$ cat src/rtl/up_gpio.sv
// rtl/up_gpio.sv - single-channel GPIO with a req/ack register bus and an input-change interrupt
module up_gpio #(
  parameter int ADDRESS_WIDTH = 32,
  parameter int BUS_WIDTH     = 4,
  parameter int GPIO_WIDTH    = 32,
  parameter int IRQ_ENABLE    = 1
) (
  input  logic                     clk,
  input  logic                     rstn,
  input  logic                     up_rreq,
  output logic                     up_rack,
  input  logic [ADDRESS_WIDTH-1:0] up_raddr,
  output logic [BUS_WIDTH*8-1:0]   up_rdata,
  input  logic                     up_wreq,
  output logic                     up_wack,
  input  logic [ADDRESS_WIDTH-1:0] up_waddr,
  input  logic [BUS_WIDTH*8-1:0]   up_wdata,
  output logic                     irq,
  input  logic [GPIO_WIDTH-1:0]    gpio_io_i,
  output logic [GPIO_WIDTH-1:0]    gpio_io_o,
  output logic [GPIO_WIDTH-1:0]    gpio_io_t
);

  localparam int DW = BUS_WIDTH * 8;

  localparam logic [9:0] A_DATA = 10'h000;
  localparam logic [9:0] A_TRI  = 10'h001;
  localparam logic [9:0] A_GIER = 10'h047;
  localparam logic [9:0] A_ISR  = 10'h048;
  localparam logic [9:0] A_IER  = 10'h04A;

  logic [9:0]            ra;
  logic [9:0]            wa;
  logic [31:0]           wd;
  logic [31:0]           rd_word;
  logic                  rack_r;
  logic                  wack_r;
  logic [DW-1:0]         rdata_r;
  logic [GPIO_WIDTH-1:0] tri_r;
  logic [GPIO_WIDTH-1:0] out_r;
  logic [GPIO_WIDTH-1:0] in_s;
  logic [GPIO_WIDTH-1:0] in_d;
  logic [GPIO_WIDTH-1:0] data_rd;
  logic                  edge_any;
  logic                  gier;
  logic                  ier;
  logic                  isr;
  logic                  unused_bits;

  assign ra       = up_raddr[11:2];
  assign wa       = up_waddr[11:2];
  assign wd       = 32'(up_wdata);
  assign data_rd  = (in_s & tri_r) | (out_r & ~tri_r);
  assign edge_any = |((in_s ^ in_d) & tri_r);

  assign up_rack   = rack_r;
  assign up_wack   = wack_r;
  assign up_rdata  = rdata_r;
  assign gpio_io_o = out_r;
  assign gpio_io_t = tri_r;

  // Interrupt bits are tied off when IRQ_ENABLE=0, so they fall out of decode as zero.
  always_comb begin
    rd_word = '0;
    case (ra)
      A_DATA:  rd_word = 32'(data_rd);
      A_TRI:   rd_word = 32'(tri_r);
      A_GIER:  rd_word = {gier, 31'b0};
      A_ISR:   rd_word = {31'b0, isr};
      A_IER:   rd_word = {31'b0, ier};
      default: rd_word = '0;
    endcase
  end

  always_ff @(posedge clk) begin
    if (!rstn) begin
      rack_r  <= 1'b0;
      wack_r  <= 1'b0;
      rdata_r <= '0;
      tri_r   <= '1;
      out_r   <= '0;
      in_s    <= gpio_io_i;
      in_d    <= gpio_io_i;
    end else begin
      rack_r  <= up_rreq;
      wack_r  <= up_wreq;
      rdata_r <= up_rreq ? DW'(rd_word) : '0;
      in_s    <= gpio_io_i;
      in_d    <= in_s;
      if (up_wreq && (wa == A_DATA)) out_r <= GPIO_WIDTH'(wd);
      if (up_wreq && (wa == A_TRI))  tri_r <= GPIO_WIDTH'(wd);
    end
  end

  generate
    if (IRQ_ENABLE != 0) begin : g_irq
      logic gier_r;
      logic ier_r;
      logic isr_r;
      logic irq_r;
      logic isr_clr;

      assign isr_clr = up_wreq && (wa == A_ISR) && wd[0];

      // A fresh edge in the same cycle as a clear keeps the status set.
      always_ff @(posedge clk) begin
        if (!rstn) begin
          gier_r <= 1'b0;
          ier_r  <= 1'b0;
          isr_r  <= 1'b0;
          irq_r  <= 1'b0;
        end else begin
          if (up_wreq && (wa == A_GIER)) gier_r <= wd[31];
          if (up_wreq && (wa == A_IER))  ier_r  <= wd[0];
          isr_r <= (isr_r & ~isr_clr) | edge_any;
          irq_r <= gier_r & ier_r & isr_r;
        end
      end

      assign gier = gier_r;
      assign ier  = ier_r;
      assign isr  = isr_r;
      assign irq  = irq_r;
    end else begin : g_no_irq
      assign gier = 1'b0;
      assign ier  = 1'b0;
      assign isr  = 1'b0;
      assign irq  = 1'b0;
    end
  endgenerate

  assign unused_bits = ^{up_raddr, up_waddr, up_wdata, wd, edge_any};

endmodule

$ cat config.mk
export PLATFORM = sky130hd
export DESIGN_NAME = up_gpio
export DESIGN_NICKNAME = d
export VERILOG_FILES = /design/src/rtl/up_gpio.sv
export SDC_FILE = /design/constraint.sdc
export NUM_CORES = 1
export LEC_CHECK = 0
export BUFFER_PORTS_ARGS = -buffer_cell sky130_fd_sc_hd__buf_2
export CORE_ASPECT_RATIO = 2
export CORE_MARGIN = 2
export CORE_UTILIZATION = 42
export DETAILED_ROUTE_END_ITERATION = 10
export PLACE_DENSITY = 0.7
export SYNTH_ARGS = -nofsm -noshare
export SYNTH_HDL_FRONTEND = slang
export SYNTH_SLANG_ARGS = --single-unit
export TNS_END_PERCENT = 5
$ cat constraint.sdc
create_clock -name clk -period 2.2 [get_ports clk]
set_input_delay 0.22 -clock clk [delete_from_list [all_inputs] [get_ports clk]]
set_output_delay 0.22 -clock clk [all_outputs]
set_load 0.01 [all_outputs]
==> summary.md <==
Clock-pin slew was measured on the worst setup and hold paths at 0.07 ns. The switching power summed over all nets was 0.001500 W. Buffers inserted during clock tree synthesis total 17. The width of the die was 88.76 µm. The tools report the die footprint as 15400 µm². The run gives 0 as the number of antenna violations at the first check in global routing.

The area of all placed cells without fillers came out at 8049 µm². The area growth from synthesis to layout is 33.38%. The most frequent standard cell in the layout excluding fill and tap cells was sky130_fd_sc_hd__buf_2.

The run gives 6035 µm² as the post-synthesis cell area. The clock reaches the later pin of the worst-skew pair after 0.42 ns. The critical path goes through xor2_1 -> a22o_1 -> a221oi_1 -> nand4_1 -> o31a_1.

The fraction of synthesis flops using an asynchronous set or reset pin is 0%, and the met1 routed wirelength after detailed routing is 6728 µm. The placed instances occupy a cell area of 7158 µm². The slowest stage of the critical path belongs to the cell sky130_fd_sc_hd__dfxtp_1. The share of the synthesized area in compound gates (AO/OA/AOI/OAI) was 12.11%; the final-layout setup total negative slack was 0 ns. The wire-length estimate of the detail-placed layout is 10940 µm.

Measured against its own limit, the worst slew margin works out to 68.12%. After detailed routing, the average wire length per cell comes to 14.96 µm. Summed over its instances, the top area cell type makes up 55.07% of the synthesized netlist area. TritonCTS built the clock tree. The run gives 7789 µm as the met2 wire length. In the layout the commonest cells are sky130_fd_sc_hd__buf_2 (185), sky130_fd_sc_hd__dfxtp_1 (166), sky130_fd_sc_hd__nand2_1 (163). The worst register-to-register path has a depth of 5. In the finished design, the share of the clock period the worst path needs comes to 74.82%. For this run, design rule violations remaining after detail routing come to 0.

At the end of the flow the core is filled with cells to 56.70%. The cell area power density was 794.2 nW/µm². For the global route total overflow, the log shows 0. In the final layout, the share of cells above drive strength 1 is 30.21%. The tools report the number of warnings issued by yosys as 0.

The detailed router's first-iteration violation count came out at 236. The count of distinct cell types in the synthesized netlist is 38, and the switching power as a share of total power is 23.47%. The congestion estimate from routability-driven global placement came to 0.8542.

The tree is rooted in a sky130_fd_sc_hd__clkbuf_16. Summing the areas of all and, or, nand and nor instances in the mapped netlist gives 18.89% of the synthesized area. The design draws 0.006392 W.

The detailed-routed wire length on met3 was 1158 µm; the iteration count of the initial detailed-routing pass was 4. In this run the tool buffered the top-level ports with 186 buffer cells. In this run the count of I/O pins placed on the die edge is 231.

The top cell type by total area after synthesis was sky130_fd_sc_hd__dfxtp_1. The most common flop cell mapped by yosys is sky130_fd_sc_hd__dfxtp_1. The setup-violating endpoint count in the final report was 0. STA classifies the critical path endpoint as a flop. Detailed routing inserted a total of 5251 vias. The class of the tightest hold or removal check is primary input to flop.

In the routed layout, each cell is associated on average with a via count of 4.926. Synthesis produced a netlist with a net count of 780. The number of instances resized during post-cts repair was 0; the number of pins exceeding their max-slew limit in the final report was 0. The floorplan has 62 rows. On the final layout, the worst hold slack is 0.02048 ns. For the finished layout, the period the worst path requires is 1.646 ns. Number of flops mapped to enable cells by yosys: 0. The capture point of the worst reg-to-reg path is g_irq.isr_r.

The clock arrives with 0.01137 ns of skew. The max-cap check violation count is 0, and the maximum level of the CTS H-tree is 4. By startpoint and endpoint, the worst setup path is classified as flop to flop. The clock network is responsible for 44.8% of the overall power. Kind of launch point of the worst setup path: a flop. At the pin with the least slew margin, the transition time is 0.4716 ns.

The tools report the worst endpoint required time as 2.50 ns. Yosys attributes the largest share of cell area to sky130_fd_sc_hd__dfxtp_1 (55%), sky130_fd_sc_hd__nand2_1 (10%), sky130_fd_sc_hd__mux2_2 (6.0%). The maximum frequency from static timing analysis was 607.5 MHz; the mean post-synth cell area was 9.313 µm². The number of hold violations in the final report is 0. The logs give 15940 µm for the detailed-route wire length and 14200 µm² for the standard cell core area. Signal routing reaches up to met4. For the relative contribution of sequential cells to total power, the log shows 49.0%.

In this run, synthesis produced a sequential element count of 166. The via count of the first global-routing pass was 5022. After clock tree synthesis, the flow added hold-fix buffers numbering 32. Counting every instance in the synthesized netlist gives 648. The number of setup buffers added after CTS is 0. The clock drives 166 sinks. For the cell-internal power, the log shows 0.004892 W. Measured against the total synthesized area, the mux share comes to 6.469%. The post-layout net count came out at 993. The first global-routing pass estimated 24780 µm of wire.

The cell depth of the worst min-delay path was 3; the delay of the slowest cell on the worst path was 0.32 ns. For the maximum buffer depth of the clock tree, the log shows 2. The run finished with clean final reports. Summing the areas of all xor and xnor instances in the mapped netlist gives 4.644% of the synthesized area.

Global routing used 20.81% of the available tracks across all layers. After Yosys synthesis, full adders, half adders and majority gates account for 0% of the synthesized area. From bottom edge to top edge, the die measures 173.5 µm. The sequential cell area fraction in the yosys report is 55.07%, and the pin count of the biggest net entering global routing is 102. For hold timing, the worst endpoint is gpio_io_t[6]. Remaining antenna violation count after routing: 0. After synthesis, the largest family of logic cells by area is simple AND/OR/NAND/NOR gates.

The number of antenna diodes in the final layout is 0. Across the VDD grid, the largest voltage drop is 538.2 µV. For the worst setup path, the data arrival time is 1.95 ns. Worst min-delay path startpoint: up_wdata[6].

The tools report the leakage power figure as 3.530 nW. Along the worst path, the maximum fanout reaches 3. The combinational share of power is 6.2%. Once the floorplan was initialized, standard cells occupied 42.51% of the core. Setup repair after global routing left no endpoint under its margin. The worst register-to-register path has a setup slack of 0.55 ns.

In this run the critical register-to-register path is launched from in_s[20].
==> worst max-delay path, delay by kind of cell, from the launching register on <==
kind                      cells  cell delay (ns)
xor gates and xnor gates      1             0.16
DFF                           1             0.32
and+or+nand+nor               1             0.23
AOI/OAI and AO/OA             3             0.83
==> registers in the layout, summed over array words and instances, names as in the netlist <==
signal	flops
up_rdata	32
irq	1
g_irq.ier_r	1
up_wack	1
g_irq.gier_r	1
in_d	32
in_s	32
up_rack	1
gpio_io_o	32
gpio_io_t	32
g_irq.isr_r	1
==> stage by stage <==
step | cells | setup WS, ns
after global placement | 1002 | 0.3171
after CTS | 1066 | 0.4902
after detailed placement | 1002 | 0.2903
after floorplan | 648 | 0.6331
after global routing | 1066 | 0.4648
final | 1066 | 0.5540
==> worst max-delay path by stage <==
stage | startpoint | end | slack [ns] | depth (start not counted)
after detailed placement | up_waddr[7] | gpio_io_t[30] | 0.29 | 7
after floorplan | up_waddr[7] | gpio_io_t[21] | 0.63 | 7
final | in_s[20] | g_irq.isr_r | 0.55 | 5
after global placement | up_waddr[7] | gpio_io_t[5] | 0.32 | 7
after global routing | in_s[8] | g_irq.isr_r | 0.46 | 5
after CTS | in_s[20] | g_irq.isr_r | 0.49 | 5
==> power by group through the flow <==
stage | Combinational (W) | Clock (W) | Sequential [W]
detailed placement | 0.000355 | 0 | 0.00320
global placement | 0.000349 | 0 | 0.00320
floorplan | 0.000193 | 0 | 0.00319
global route | 0.000433 | 0.00305 | 0.00314
finish | 0.000398 | 0.00286 | 0.00313
CTS | 0.000401 | 0.00292 | 0.00313
==> Yosys cell counts, drive strengths merged (4+ instances only) <==
cell and count:
nor2b 4, a22oi 6, mux2 32, a21boi 32, o21ai 35, dfxtp 166, a21oi 32, nand3 36
clkbuf 17, buf 18, a22o 5, a221oi 5, nand2 163, xor2 32, nor2 35
==> cell type report <==
class                           count  area [µm²]
Clock inverter                     14       141.4
Multi-Input combinational cell    447        2554
Clock buffer                       18       429.2
Tap cell                          192       240.2
Fill cell                        1302        6147
Timing Repair Buffer              229        1361
Sequential cell                   166        3323
==> logic make-up after synthesis <==
logic type | after synthesis
flip-flops | 166
multiplexers | 35
XOR/XNOR | 32
AO/OA/AOI/OAI | 118
buffers and inverters | 35
AND/OR/NAND/NOR | 262
==> layer usage <==
layer  track usage (%)  vias to the layer above
li1                  -                     2610
met1             25.76                     2401
met2             34.08                      214
met3             6.286                       26
met4             6.566                        0
met5                 0                        -
Note: power is estimated with default switching activity, not from simulation.
